File: config.mk
export PLATFORM = sky130hd
export DESIGN_NAME = mem_arbiter
export DESIGN_NICKNAME = d
export VERILOG_FILES = /design/src/rtl/mem_arb_pkg.sv /design/src/rtl/mem_arbiter_rr_arb2.sv /design/src/rtl/mem_arbiter.sv
export SDC_FILE = /design/constraint.sdc
export NUM_CORES = 1
export LEC_CHECK = 0
export ABC_AREA = 1
export BUFFER_PORTS_ARGS = -buffer_cell sky130_fd_sc_hd__buf_2
export CAP_MARGIN = 10
export CORE_ASPECT_RATIO = 0.75
export CORE_MARGIN = 3
export CORE_UTILIZATION = 48
export CTS_CLUSTER_SIZE = 14
export DETAILED_ROUTE_END_ITERATION = 7
export PLACE_DENSITY_LB_ADDON = 0.15
export SYNTH_ARGS = -nofsm -noshare
export SYNTH_HDL_FRONTEND = slang
export SYNTH_SLANG_ARGS = --single-unit
File: constraint.sdc
create_clock -name clk -period 2.1 [get_ports clk]
set_input_delay 0.42 -clock clk [delete_from_list [all_inputs] [get_ports clk]]
set_output_delay 0.42 -clock clk [all_outputs]
set_load 0.01 [all_outputs]
File: src/rtl/mem_arb_pkg.sv
// rtl/mem_arb_pkg.sv - shared defaults and FSM state encoding for mem_arbiter
package mem_arb_pkg;

   localparam int ADDR_W_DEF    = 16;
   localparam int DATA_W_DEF    = 16;
   localparam int MEM_DEPTH_DEF = 256;

   typedef logic [1:0] state_t;

   localparam state_t ST_IDLE   = 2'd0;
   localparam state_t ST_ACCESS = 2'd1;
   localparam state_t ST_WAIT   = 2'd2;

endpackage

File: src/rtl/mem_arbiter_rr_arb2.sv
// rtl/mem_arbiter_rr_arb2.sv - two-request round-robin picker, one-hot grant
module rr_arb2 (
   input  logic [1:0] req_i,     // [0] fetch, [1] data
   input  logic       last_d_i,  // 1 when the data port was served last
   output logic [1:0] gnt_o
);

   always_comb begin
      gnt_o = req_i;
      if (req_i == 2'b11) begin
         gnt_o = last_d_i ? 2'b01 : 2'b10;
      end
   end

endmodule

File: src/rtl/mem_arbiter.sv
// rtl/mem_arbiter.sv - arbitrates fetch and data ports onto one registered memory port
module mem_arbiter
   import mem_arb_pkg::*;
#(
   parameter int ADDR_W    = ADDR_W_DEF,
   parameter int DATA_W    = DATA_W_DEF,
   parameter int MEM_DEPTH = MEM_DEPTH_DEF
) (
   input  logic              clk,
   input  logic              rst_n,
   input  logic              if_req,
   input  logic [ADDR_W-1:0] if_addr,
   output logic              if_done,
   output logic [DATA_W-1:0] if_rdata,
   output logic              if_err,
   input  logic              d_req,
   input  logic              d_we,
   input  logic [ADDR_W-1:0] d_addr,
   input  logic [DATA_W-1:0] d_wdata,
   output logic              d_done,
   output logic [DATA_W-1:0] d_rdata,
   output logic              d_err,
   output logic [ADDR_W-1:0] mem_addr,
   output logic [DATA_W-1:0] mem_data,
   output logic              mem_write,
   output logic              mem_read,
   input  logic [DATA_W-1:0] mem_rdata,
   output logic              busy
);

   localparam logic [ADDR_W:0] DEPTH_L = (ADDR_W+1)'(MEM_DEPTH);

   state_t            state_q, state_d;
   logic              last_d_q, last_d_d;
   logic              own_d_q, own_d_d;    // port owning the in-flight access
   logic [ADDR_W-1:0] mem_addr_q, mem_addr_d;
   logic [DATA_W-1:0] mem_data_q, mem_data_d;
   logic              mem_write_q, mem_write_d;
   logic              mem_read_q, mem_read_d;
   logic              if_done_q, if_done_d;
   logic              if_err_q, if_err_d;
   logic [DATA_W-1:0] if_rdata_q, if_rdata_d;
   logic              d_done_q, d_done_d;
   logic              d_err_q, d_err_d;
   logic [DATA_W-1:0] d_rdata_q, d_rdata_d;

   logic [1:0]        req_elig;
   logic [1:0]        gnt;
   logic [ADDR_W-1:0] sel_addr;
   logic              sel_ok;

   // A held request is masked during its own done cycle so it is not granted twice.
   assign req_elig = {d_req & ~d_done_q, if_req & ~if_done_q};

   rr_arb2 u_rr (
      .req_i    (req_elig),
      .last_d_i (last_d_q),
      .gnt_o    (gnt)
   );

   assign sel_addr = gnt[1] ? d_addr : if_addr;
   assign sel_ok   = {1'b0, sel_addr} < DEPTH_L;

   always_comb begin
      state_d     = state_q;
      last_d_d    = last_d_q;
      own_d_d     = own_d_q;
      mem_addr_d  = mem_addr_q;
      mem_data_d  = mem_data_q;
      mem_write_d = 1'b0;
      mem_read_d  = 1'b0;
      if_done_d   = 1'b0;
      if_err_d    = 1'b0;
      if_rdata_d  = if_rdata_q;
      d_done_d    = 1'b0;
      d_err_d     = 1'b0;
      d_rdata_d   = d_rdata_q;
      case (state_q)
         ST_IDLE: begin
            if (gnt != 2'b00) begin
               last_d_d = gnt[1];
               own_d_d  = gnt[1];
               if (sel_ok) begin
                  mem_addr_d  = sel_addr;
                  mem_data_d  = gnt[1] ? d_wdata : '0;
                  mem_write_d = gnt[1] & d_we;
                  mem_read_d  = ~(gnt[1] & d_we);
                  state_d     = ST_ACCESS;
               end else if (gnt[1]) begin
                  d_done_d = 1'b1;
                  d_err_d  = 1'b1;
               end else begin
                  if_done_d = 1'b1;
                  if_err_d  = 1'b1;
               end
            end
         end
         ST_ACCESS: begin
            if (mem_write_q) begin
               d_done_d = 1'b1;
               state_d  = ST_IDLE;
            end else begin
               state_d = ST_WAIT;
            end
         end
         ST_WAIT: begin
            if (own_d_q) begin
               d_rdata_d = mem_rdata;
               d_done_d  = 1'b1;
            end else begin
               if_rdata_d = mem_rdata;
               if_done_d  = 1'b1;
            end
            state_d = ST_IDLE;
         end
         default: state_d = ST_IDLE;
      endcase
   end

   always_ff @(posedge clk or negedge rst_n) begin
      if (!rst_n) begin
         state_q     <= ST_IDLE;
         last_d_q    <= 1'b1;
         own_d_q     <= 1'b0;
         mem_addr_q  <= '0;
         mem_data_q  <= '0;
         mem_write_q <= 1'b0;
         mem_read_q  <= 1'b0;
         if_done_q   <= 1'b0;
         if_err_q    <= 1'b0;
         if_rdata_q  <= '0;
         d_done_q    <= 1'b0;
         d_err_q     <= 1'b0;
         d_rdata_q   <= '0;
      end else begin
         state_q     <= state_d;
         last_d_q    <= last_d_d;
         own_d_q     <= own_d_d;
         mem_addr_q  <= mem_addr_d;
         mem_data_q  <= mem_data_d;
         mem_write_q <= mem_write_d;
         mem_read_q  <= mem_read_d;
         if_done_q   <= if_done_d;
         if_err_q    <= if_err_d;
         if_rdata_q  <= if_rdata_d;
         d_done_q    <= d_done_d;
         d_err_q     <= d_err_d;
         d_rdata_q   <= d_rdata_d;
      end
   end

   assign if_done   = if_done_q;
   assign if_err    = if_err_q;
   assign if_rdata  = if_rdata_q;
   assign d_done    = d_done_q;
   assign d_err     = d_err_q;
   assign d_rdata   = d_rdata_q;
   assign mem_addr  = mem_addr_q;
   assign mem_data  = mem_data_q;
   assign mem_write = mem_write_q;
   assign mem_read  = mem_read_q;
   assign busy      = (state_q != ST_IDLE);

endmodule

# Word-level counts from Yosys, hierarchy flattened
# Cells that the tools add are included.
# classes
n_lt_le_gt_ge	1
n_eq_ne	5
muxes	27
bitwise_logic	7
n_reduce_logical	8
# ops
cell	n
2-to-1 mux 16 bit	2
2-to-1 mux 1 bit	17
< comparator 16 x 9 -> 1 bit (second input constant)	1
2-to-1 mux 2 bit	5
AND reduction 2 bit	4
== test 2 bit (second input constant)	2
!= test 2 bit (second input constant)	2
inverter 1 bit	4
case mux 2 bit (2 select lines)	1
nonzero test 2 bit	2
bitwise AND 1 bit	3
case mux 1 bit (3 select lines)	1
AND reduction 3 bit	1
== test 2 x 1 -> 1 bit (second input constant)	1
logical NOT 2 bit	1
case mux 1 bit (2 select lines)	1
# totals
regBits	74
out_inout_bits	71

# Depth between registers and ports, before layout
# depth
ltp_word	9
ltp_mapped	11

# Hierarchy
# Synthesis repeated with hierarchy kept, for this count alone.
# hier_totals
hier_cells	397
area_unflattened_um2	3244.4
# modules_own_cells
module	instances	cells_each	area_each_um2	seq_area_each_um2
mem_arbiter	1	392	3223.1	1853.0
rr_arb2	1	5	21.3	0.0

# Least setup slack after synthesis
# OpenSTA, ideal clock, no wires.
# synth_path
kind	reg-to-reg
startpoint	register last_d_q
endpoint	register mem_addr_q[0] (netlist: mem_addr[0])
arrival_ns	1.611
required_time_ns	1.983
setup_slack_ns	0.371
stages_incl_launch_ff	11
n_path_buf	1
period_less_slack_ns	1.729
path_cell_list	dfstp_2 nand3_2 nand2_4 nand2_1 nand2_1 nand2_1 nor2_2 nand3_4 buf_6 nand2_1 nand2_1
# synth_via
elab_chain_cells	5
elab_cells_between_ends	6
cone_classes	1 x order compare; 3 x mux; 2 x reduce/logical
# synth_rtl
item	line	source
start, declared	mem_arbiter.sv:34	logic last_d_q, last_d_d;
start signal, assigned	mem_arbiter.sv:137	last_d_q <= last_d_d;
2-to-1 mux 2 bit *	mem_arbiter_rr_arb2.sv:11	gnt_o = last_d_i ? 2'b01 : 2'b10;
2-to-1 mux 2 bit *	mem_arbiter_rr_arb2.sv:10	if (req_i == 2'b11) begin
2-to-1 mux 16 bit	mem_arbiter.sv:61	assign sel_addr = gnt[1] ? d_addr : if_addr;
< comparator 16 x 9 -> 1 bit	mem_arbiter.sv:62	assign sel_ok = {1'b0, sel_addr} < DEPTH_L;
AND reduction 3 bit (no line)	--	
end signal, assigned	mem_arbiter.sv:139	mem_addr_q <= mem_addr_d;
end, declared	mem_arbiter.sv:36	logic [ADDR_W-1:0] mem_addr_q, mem_addr_d;
# Mark *: on every way between the ends. The rest lies on a longest branch, timed or not.
# A chain may end at the register's enable or synchronous reset.

# Worst setup path in the final report
# Ends and elaborated chain as after synthesis.

==> metrics.md <==
| Metric | Value |
|---|---|
| CP startpoint kind | flop |
| Maximum fanout along the worst path | 17 |
| CTS tree | yes |
| FF+latch count, synth | 74 |
| Post-synth EDFFs | 0 |
| ANT nets after route | 0 |
| Total grt overflow | 0 |
| Drt first pass iters | 4 |
| Post-Syn Instances | 390 |
| CTS Buf Count | 9 |
| Synth warnings | 0 |
| Vias/cell | 4.846 |
| Starting Density | 50.80% |
| Switching Power | 881.6 uW |
| Yosys top cell area share | 55.81% |
| DRC Markers | 0 |
| Flop pwr share | 45.5% |
| CP Capture Point | mem_addr[0] |
| Placer Congestion | 0.8483 |
| Final Skew | 10.41 ps |
| Post-Syn Area per Cell | 8.393 um^2 |
| Largest net degree at the start of global routing | 47 |
| HPWL Detailed | 5713 um |
| Count of max-cap constraint violations | 0 |
| CTS Sinks | 74 |
| Die width | 101.4 um |
| Critical-path top delay cell | dfstp_2 |
| FF-to-FF setup slack | 230 ps |
| Setup CP Type | flop to flop |
| Clock Pin Slew Worst Setup and Hold Paths | 80 ps |
| Final count of hold timing violations | 0 |
| Synth Cell Area | 3273 um^2 |
| P&R area growth vs syn | 33.29% |
| Leakage | 0.002676 uW |
| Share of cells above drive strength 1 | 32.96% |
| Row cnt | 25 |
| Die ar. | 7856 um^2 |
| CP endpoint kind | flop |
| Worst vdd ir | 0.5233 mV |
| CP required | 2320 ps |
| Reg2Reg Depth | 9 |
| Slew Viols, Final | 0 |
| Post-synthesis sequential area ratio | 56.61% |
| Share of total power in the clock network | 40.2% |
| Final setup fails | 0 |
| DRT iter0 DRCs | 119 |
| Slew HR | 60.76% |
| Root buffer cell | clkbuf_8 |
| Sum Neg Setup Slack | 0 ps |
| Global Route Usage Sum | 21.00% |
| Status | completed |
| Fin crit period | 1870 ps |
| CP Buf/Inv Count | 0 |
| Internal | 2503 uW |
| Number of global-route vias before repair | 2,759 |
| Final instance area | 4363 um^2 |
| Clock Latency Late Sink | 340 ps |
| Wire per inst | 13.38 um |
| Core footprint | 6444 um^2 |
| Top post-synthesis cells by area | dfrtp_1, nand2_1, inv_1 |
| Crit share post-route | 89.06% |
| Via Count | 2,995 |
| Fmax | 534.7 MHz |
| Logic pwr share | 14.3% |
| First-pass GRT wire length | 13,240 um |
| Delay-heaviest family, CP | simple AND/OR/NAND/NOR gates |
| CTS H-Tree Depth | 3 |
| Yosys top cell by area | dfrtp_1 |
| CP Depth | 9 |
| Post-Syn Nets | 459 |
| Initial antenna violation count | 0 |
| RSZ-0062 raised after global routing | no |
| Critical R2R Capture | mem_addr[0] |
| Ys async rst share | 100.0% |
| Power density over the cells | 775.7 nW/um^2 |
| Crit path DAT | 2090 ps |
| ANT cells | 0 |
| Layout net count | 601 |
| Ports | 140 |
| Reg-to-Reg Start | last_d_q |
| Path category of the worst min-delay check | input port to asynchronous set/reset pin |
| Number of port buffers | 139 |
| Net Sw Frac | 26.05% |
| Ys flop type | dfrtp_1 |
| Post-synth cell types | 25 |
| Die height | 77.52 um |
| Critical path's largest stage delay | 570 ps |
| Routed wire length | 8266 um |
| Worst-Margin Slew | 588.6 ps |
| Placed Instance Area | 4035 um^2 |
| Critical path, cell by cell | nand3_4 > nand2_8 > nand2_1 > nand2_1 > nand2_1 > nor2_4 > nand3_4 > nand2_1 > nand2_1 |
| Maximum buffer depth of the clock tree | 2 |
| Top cell by count, worst path | nand2_1 |
| CP Launch Point | last_d_q |
-- cell usage in the layout, fill, tap and decap left out --
master	n
nand2_1	139
buf_2	138
dfrtp_1	73
inv_1	57
o21ai_0	34
nand4_1	24
nor2_1	20
clkbuf_8	10
nand3b_1	6
nand3_1	5
buf_4	5
nand3_4	3
bufinv_16	3
inv_2	2
nor2_4	2
buf_6	2
buf_12	2
nand2_8	1
o21ai_2	1
nand2_2	1
nor2_8	1
clkinv_1	1
a21oi_2	1
nor3_1	1
clkinv_2	1
clkinv_4	1
inv_6	1
nand2_4	1
dfstp_2	1
-- cell type report --
class                   count  area, um^2
inverters                  60       225.2
fillers                   535        2081
multi-input cells         240        1142
clock inverters             6       112.6
well taps                  81       101.3
clock buffers              10       137.6
flip-flops and latches     74        1853
repair buffers            147       790.8
-- synthesized netlist by cell type (2+ instances only) --
library cell / n
nand2_1: 139
dfrtp_1: 73
inv_1: 57
o21ai_0: 34
nand4_1: 24
nor2_1: 20
clkbuf_1: 9
nand3b_1: 6
nand3_1: 5
buf_2: 4
buf_6: 4
inv_2: 2
-- per-stage QoR --
stage | power, uW | cells | hold WS [ps] | worst slack, ps | utilization, %
2_1_floorplan | 1812 | 390 | 124.4 | 371.2 | -
3_3_place_gp | 2017 | 599 | 448.0 | 106.3 | 62.62
3_5_place_dp | 2028 | 599 | 453.1 | 19.06 | 62.62
4_1_cts | 3398 | 615 | 81.36 | 9.225 | 66.50
5_1_grt | 3551 | 618 | 96.89 | 61.34 | 67.71
6_report | 3384 | 618 | 67.16 | 229.8 | 67.71
-- cells by family after synthesis --
| logic type | Yosys count | share of synthesized area, % |
|---|---|---|
| AOI/OAI and AO/OA | 36 | 5.734 |
| buffers and inverters | 78 | 10.02 |
| DFF | 74 | 56.61 |
| and+or+nand+nor | 202 | 27.64 |
-- worst min-delay path by stage --
stage                  from           end  slack, ps
2_1_floorplan         rst_n        d_done        120
5_1_grt               rst_n  mem_data[10]        100
3_3_place_gp   mem_addr[10]  mem_addr[10]        450
3_5_place_dp   mem_addr[15]  mem_addr[15]        450
6_report              rst_n  mem_data[10]         70
4_1_cts               rst_n  mem_data[10]         80
-- routing by layer --
layer  GRT usage [%]  vias up  routed length (um)
met5               0        -                   0
met1           28.66     1366                3610
met4           5.179        0                  44
li1                -     1495                   -
met2           32.57      130                3855
met3           6.739        4                 754
-- sequential cells by signal, summed over array words and instances (netlist names), 2 cells and up --
| signal | cells |
|---|---|
| if_rdata | 16 |
| d_rdata | 16 |
| state_q | 2 |
| mem_data | 16 |
| mem_addr | 16 |
-- timing repair --
item	CTS	global route
gates resized for setup	0	6
buffers inserted	0	1
hold buffers	0	0
endpoints found under the setup margin	0	35
-- power groups by stage --
stage / clock network [uW] / logic, uW / registers [uW]
finish: 1360 / 483 / 1540
global route: 1460 / 544 / 1550
CTS: 1400 / 465 / 1540
detailed placement: 0 / 463 / 1570
global placement: 0 / 454 / 1560
floorplan: 0 / 219 / 1590
No activity file was read; power rests on OpenSTA's default activity.
